## src/rtl/mips_pkg.sv

```systemverilog
// Shared definitions for the MIPS single-cycle datapath blocks:
// sequencer states and the PC reset/increment constants.
package mips_pkg;

  typedef enum logic [1:0] {
    ST_RUN    = 2'd0,
    ST_HALTED = 2'd1,
    ST_FAULT  = 2'd2
  } seq_state_e;

  localparam logic [31:0] PC_INCR              = 32'd4;
  localparam logic [31:0] RESET_VECTOR_DEFAULT = 32'h0000_0000;

endpackage

```

## src/rtl/pc_sequencer_sat_counter.sv

```systemverilog
// Saturating up-counter: sticks at all-ones instead of wrapping, so the
// harness can tell "very many" apart from "few".
module sat_counter #(
  parameter int WIDTH = 32
) (
  input  logic             clock,
  input  logic             reset,
  input  logic             inc,
  output logic [WIDTH-1:0] count
);

  localparam logic [WIDTH-1:0] ONE = {{(WIDTH-1){1'b0}}, 1'b1};

  logic [WIDTH-1:0] count_q;
  logic [WIDTH-1:0] count_d;

  always_comb begin
    count_d = count_q;
    if (inc && (count_q != {WIDTH{1'b1}})) begin
      count_d = count_q + ONE;
    end
  end

  always_ff @(posedge clock) begin
    if (reset) begin
      count_q <= '0;
    end else begin
      count_q <= count_d;
    end
  end

  assign count = count_q;

endmodule

```

## src/rtl/pc_sequencer.sv

```systemverilog
// Program counter and next-PC selection for the single-cycle MIPS core,
// including halt/fault tracking and retired/taken performance counters.
module pc_sequencer
  import mips_pkg::*;
#(
  parameter logic [31:0] RESET_VECTOR = RESET_VECTOR_DEFAULT,
  parameter int          CNT_WIDTH    = 32
) (
  input  logic                 clock,
  input  logic                 reset,
  input  logic                 enable,
  input  logic                 zero,
  input  logic                 branch_eq,
  input  logic                 branch_ne,
  input  logic                 jump,
  input  logic                 jump_reg,
  input  logic                 halt,
  input  logic [31:0]          imm_ext,
  input  logic [25:0]          jump_index,
  input  logic [31:0]          reg_target,
  output logic [31:0]          pc,
  output logic [31:0]          pc_plus4,
  output logic                 branch_taken,
  output logic                 halted,
  output logic                 fault,
  output logic [CNT_WIDTH-1:0] instr_count,
  output logic [CNT_WIDTH-1:0] taken_count
);

  logic [31:0] pc_q;
  logic [31:0] pc_d;
  seq_state_e  state_q;
  seq_state_e  state_d;
  logic        instrInc;
  logic        takenInc;
  logic [31:0] branchTarget;
  logic [31:0] jumpTarget;

  assign pc_plus4     = pc_q + PC_INCR;
  assign branch_taken = (branch_eq & zero) | (branch_ne & ~zero);
  assign branchTarget = pc_plus4 + {imm_ext[29:0], 2'b00};
  assign jumpTarget   = {pc_plus4[31:28], jump_index, 2'b00};

  // A misaligned JR target freezes the stage without retiring the instruction.
  always_comb begin
    pc_d     = pc_q;
    state_d  = state_q;
    instrInc = 1'b0;
    takenInc = 1'b0;
    if (enable && (state_q == ST_RUN)) begin
      instrInc = 1'b1;
      if (halt) begin
        state_d = ST_HALTED;
      end else if (jump_reg) begin
        if (reg_target[1:0] != 2'b00) begin
          state_d  = ST_FAULT;
          instrInc = 1'b0;
        end else begin
          pc_d     = reg_target;
          takenInc = 1'b1;
        end
      end else if (jump) begin
        pc_d     = jumpTarget;
        takenInc = 1'b1;
      end else if (branch_taken) begin
        pc_d     = branchTarget;
        takenInc = 1'b1;
      end else begin
        pc_d = pc_plus4;
      end
    end
  end

  always_ff @(posedge clock) begin
    if (reset) begin
      pc_q    <= RESET_VECTOR;
      state_q <= ST_RUN;
    end else begin
      pc_q    <= pc_d;
      state_q <= state_d;
    end
  end

  assign pc     = pc_q;
  assign halted = (state_q == ST_HALTED);
  assign fault  = (state_q == ST_FAULT);

  sat_counter #(.WIDTH(CNT_WIDTH)) u_instr_cnt (
    .clock (clock),
    .reset (reset),
    .inc   (instrInc),
    .count (instr_count)
  );

  sat_counter #(.WIDTH(CNT_WIDTH)) u_taken_cnt (
    .clock (clock),
    .reset (reset),
    .inc   (takenInc),
    .count (taken_count)
  );

endmodule

```

## config.mk

```make
export PLATFORM = sky130hd
export DESIGN_NAME = pc_sequencer
export DESIGN_NICKNAME = d
export VERILOG_FILES = /design/src/rtl/mips_pkg.sv /design/src/rtl/pc_sequencer_sat_counter.sv /design/src/rtl/pc_sequencer.sv
export SDC_FILE = /design/constraint.sdc
export NUM_CORES = 1
export LEC_CHECK = 0
export CORE_MARGIN = 1
export CORE_UTILIZATION = 48
export DETAILED_ROUTE_END_ITERATION = 10
export PLACE_DENSITY = 0.82
export REMOVE_ABC_BUFFERS = 1
export SLEW_MARGIN = 25
export SYNTH_ARGS = -nofsm -noshare
export SYNTH_HDL_FRONTEND = slang
export SYNTH_HIERARCHICAL = 1
export SYNTH_SLANG_ARGS = --single-unit
```

## constraint.sdc

```tcl
create_clock -name clock -period 5.4 [get_ports clock]
set_clock_uncertainty 0.2 [all_clocks]
set_input_delay 1.08 -clock clock [delete_from_list [all_inputs] [get_ports clock]]
set_output_delay 1.08 -clock clock [all_outputs]
set_load 0.03 [all_outputs]
```

==> key figures, run 1 <==
Worst setup path
  – CP arrival: 4.89 ns
  – Crit path top cell by count: ha_1
  – Critical path fanouts, max: 7
  – Critical-path cell list: ha_1, nand4_1, nor2_1, nand2_1, nor3_1, xor2_1, ha_1, a21o_1, a2111oi_0, a21oi_1, a211o_1, o211ai_1, o21ai_1, a31oi_1, mux2i_1, o221a_1
  – CP max-delay cell: nor3_1
  – CP endpoint kind: flip-flop
  – CP Class: flip-flop to flip-flop
  – CP Launch Type: flip-flop
  – Reg2Reg Setup Slack: 0.60 ns
  – CP peak stage delay: 0.56 ns
  – Critical Path RT: 5.50 ns
  – Buf+Inv Stages, Crit Path: 0
  – CP top delay family: compound AO/OA/AOI/OAI gates

Placement
  – Final GP Congestion: 0.933
  – Total placed instance area: 9920 sq um
  – PortBufs: 227
  – DP Cell Count: 1364
  – Post-DP HPWL: 19300 um
  – Worst-case setup slack after placement: 0.576 ns

Global route
  – GRT Total Usage: 0.314
  – Global-route wire length before repair: 40900 um
  – Initial antenna violation count: 3
  – Gr ovfl total: 0
  – Pin count of the biggest net entering global routing: 52
  – Vias in the first global route: 8144

Drt
  – Post-route DRC: 0
  – Initial drt markers: 710
  – Drt wl/cell: 18.4 um
  – Post-Route WL: 25500 um
  – Initial DRT Pass Iterations: 7
  – Post-route ant nets: 0
  – Vias per inst: 6.26
  – DR vias: 8653

CTS
  – Setup bufs post-CTS: 0
  – Clk slew on worst S/H paths: 0.08 ns
  – Cts hold-fix bufs: 0
  – Number of gates resized after cts: 0
  – Clk sinks: 98
  – CTS tree: built
  – Clock root buffer: clkbuf_16
  – Cts bufs inserted: 9
  – CTS Buffer Depth: 2
  – Clk_lat worst skew: 0.35 ns
  – H-tree Lvls: 3

Yosys
  – Netlist cell types: 74
  – Largest cells by area after synthesis: dfxtp_1 (26%), ha_1 (6.3%), a21oi_1 (6.1%)
  – Avg Cell Area, Syn: 7.59 sq um
  – Ys Warns: 6
  – Post-synth top area share: 0.262
  – Post-synthesis xor/xnor area fraction: 0.0713
  – Post-synth EDFFs: 0
  – Most frequent cells after synthesis: dfxtp_1 (98), nor2_1 (97), a21oi_1 (92)
  – Simple-gate share of the synthesized area: 0.285
  – Yosys top cell by area: dfxtp_1
  – Synthesized flop and latch total: 98
  – Adder-Cell Fraction of Synth Area: 0.0662
  – Top-count cell post-synth: dfxtp_1
  – Compound-Gate Fraction of Synth Area: 0.256
  – Main combinational cell family by area after synthesis: simple AND/OR/NAND/NOR gates
  – Register area share after synthesis: 0.262
  – Mapped Area: 7490 sq um
  – Post-Synthesis Cells: 986
  – Asr flop ratio synth: 0
  – Mux share of post-synthesis cell area: 0.0197
  – Synth Flop Type: dfxtp_1

Pwr
  – Pwr per Cell Area: 187 nW/um^2
  – Overall power: 1.91 mW
  – Lkg Pwr: 3.67 nW
  – VDD IR max: 0.156 mV

STA
  – Slew Viols, Final: 0
  – Tightest Pin Transition: 0.984 ns
  – RSZ-0062 raised after global routing: no
  – Tcrit/Tclk final: 0.888
  – # setup viols final: 0
  – Endpoints failing hold: 0
  – Worst setup margin: 0.603 ns
  – Minimum clock period: 4.80 ns
  – Max Freq: 208 MHz
  – Final setup TNS: 0 ns
  – Worst rel slew slack: 0.341

Floorplanning
  – Initial Util: 0.493
  – Die width: 127 um
  – Top Ports: 230
  – Die H: 127 um
  – Area of the core: 15200 sq um
  – Die ar.: 16100 sq um
  – Site Rows: 45

Flow run
  – Max Cap Viol: 0

Final layout
  – Share of cells above drive strength 1: 0.0529
  – Final Cell Area: 10200 sq um
  – Post-Layout Cell Count: 1383
  – Layout Nets: 1325
  – Layout area overhead: 36.5%

Outcome
  – Status: complete, no violations

Hold path
  – Hold Crit Class: flip-flop to flip-flop
final timing paths:
| path | start | endpoint | cells past startpoint |
|---|---|---|---|
| worst max-delay path | pc[2] | pc[31] | 16 |
| worst max register to register | pc[2] | pc[31] | 16 |
| worst min register to register | pc[0] | pc[0] | 1 |
| worst min-delay path | pc[0] | pc[0] | 1 |
state kept, by name, indices dropped and copies added, names as in the netlist:
signal / count
state_q: 2
pc: 32
u_instr_cnt/count: 32
u_taken_cnt/count: 32
metrics by stage:
step	hold WS, ns	utilization
floorplan	0.259	-
global placement	0.270	0.653
detailed placement	0.285	0.653
CTS	0.298	0.672
global route	0.312	0.672
finish	0.297	0.672
per-layer routing:
metal	wire length, um	part of all wire	track usage	up-vias
li1	-	-	-	4108
met1	11000	0.43	0.403	4047
met2	11800	0.46	0.516	438
met3	1970	0.077	0.0506	60
met4	722	0.028	0.146	0
met5	0	0	0	-
report_power, final:
group          leakage (nW)  switching (mW)  internal [mW]  total (mW)
Combinational          2.75           0.288          0.223       0.512
Sequential            0.793          0.0230          0.737       0.760
Clock                 0.137           0.319          0.322       0.641
worst register-to-register path: stages, from the launching register on:
cell and delay (ns):
dfxtp_1 0.41, ha_1 0.23, nand4_1 0.20, nor2_1 0.21
nand2_1 0.16, nor3_1 0.56, xor2_1 0.31, ha_1 0.38
a21o_1 0.24, a2111oi_0 0.41, a21oi_1 0.15, a211o_1 0.25
o211ai_1 0.16, o21ai_1 0.18, a31oi_1 0.25, mux2i_1 0.24
o221a_1 0.20
cell type report:
| type | count | area [sq um] |
|---|---|---|
| flip-flops and latches | 98 | 1960 |
| clock inverters | 7 | 65.1 |
| inverters | 24 | 90.1 |
| fillers | 1291 | 4980 |
| diodes | 3 | 7.51 |
| multi-input cells | 813 | 5260 |
| well taps | 188 | 235 |
| repair buffers | 241 | 2370 |
| clock buffers | 9 | 225 |
cell usage in the layout (no fill, tap or decap), types with 5 or more instances in the layout:
| master | netlist | routed |
|---|---|---|
| nand2_1 | 90 | 90 |
| and2_1 | 8 | 8 |
| nand2b_1 | 6 | 6 |
| dfxtp_1 | 98 | 98 |
| nor3_1 | 19 | 18 |
| xor2_1 | 21 | 21 |
| nor2b_1 | 5 | 5 |
| a21oi_1 | 92 | 92 |
| clkdlybuf4s50_1 | 0 | 226 |
| o21a_1 | 6 | 6 |
| inv_1 | 23 | 23 |
| nand3_1 | 49 | 49 |
| and3_1 | 14 | 14 |
| or4_1 | 24 | 24 |
| a2111oi_0 | 8 | 8 |
| xnor2_1 | 40 | 40 |
| nor4_1 | 10 | 8 |
| clkbuf_16 | 0 | 9 |
| nand4_1 | 29 | 29 |
| nor2_1 | 97 | 97 |
| buf_4 | 2 | 15 |
| and4_1 | 11 | 11 |
| a31oi_1 | 13 | 13 |
| a21o_1 | 19 | 19 |
| or3_1 | 25 | 25 |
| o211ai_1 | 10 | 10 |
| o21ai_0 | 46 | 46 |
| ha_1 | 38 | 38 |
| mux2i_1 | 8 | 7 |
| a211oi_1 | 14 | 14 |
| o31ai_1 | 26 | 26 |
kinds of logic (layout without fill, tap and decap cells):
| kind of cell | Yosys count | count (layout) |
|---|---|---|
| other | 0 | 3 |
| AND/OR/NAND/NOR | 409 | 409 |
| AO/OA/AOI/OAI | 290 | 290 |
| adder cells (fa/ha/maj) | 39 | 39 |
| flip-flops | 98 | 98 |
| XOR/XNOR | 61 | 61 |
| buffers and inverters | 75 | 281 |
| multiplexers | 14 | 14 |
No activity file was read; power rests on OpenSTA's default activity.
==> run 2: changes to the inputs <==
- CAP_MARGIN: unset -> 0
==> results of run 2 <==
Same layout as run 1: the final DEF is identical, and so are final timing and power.
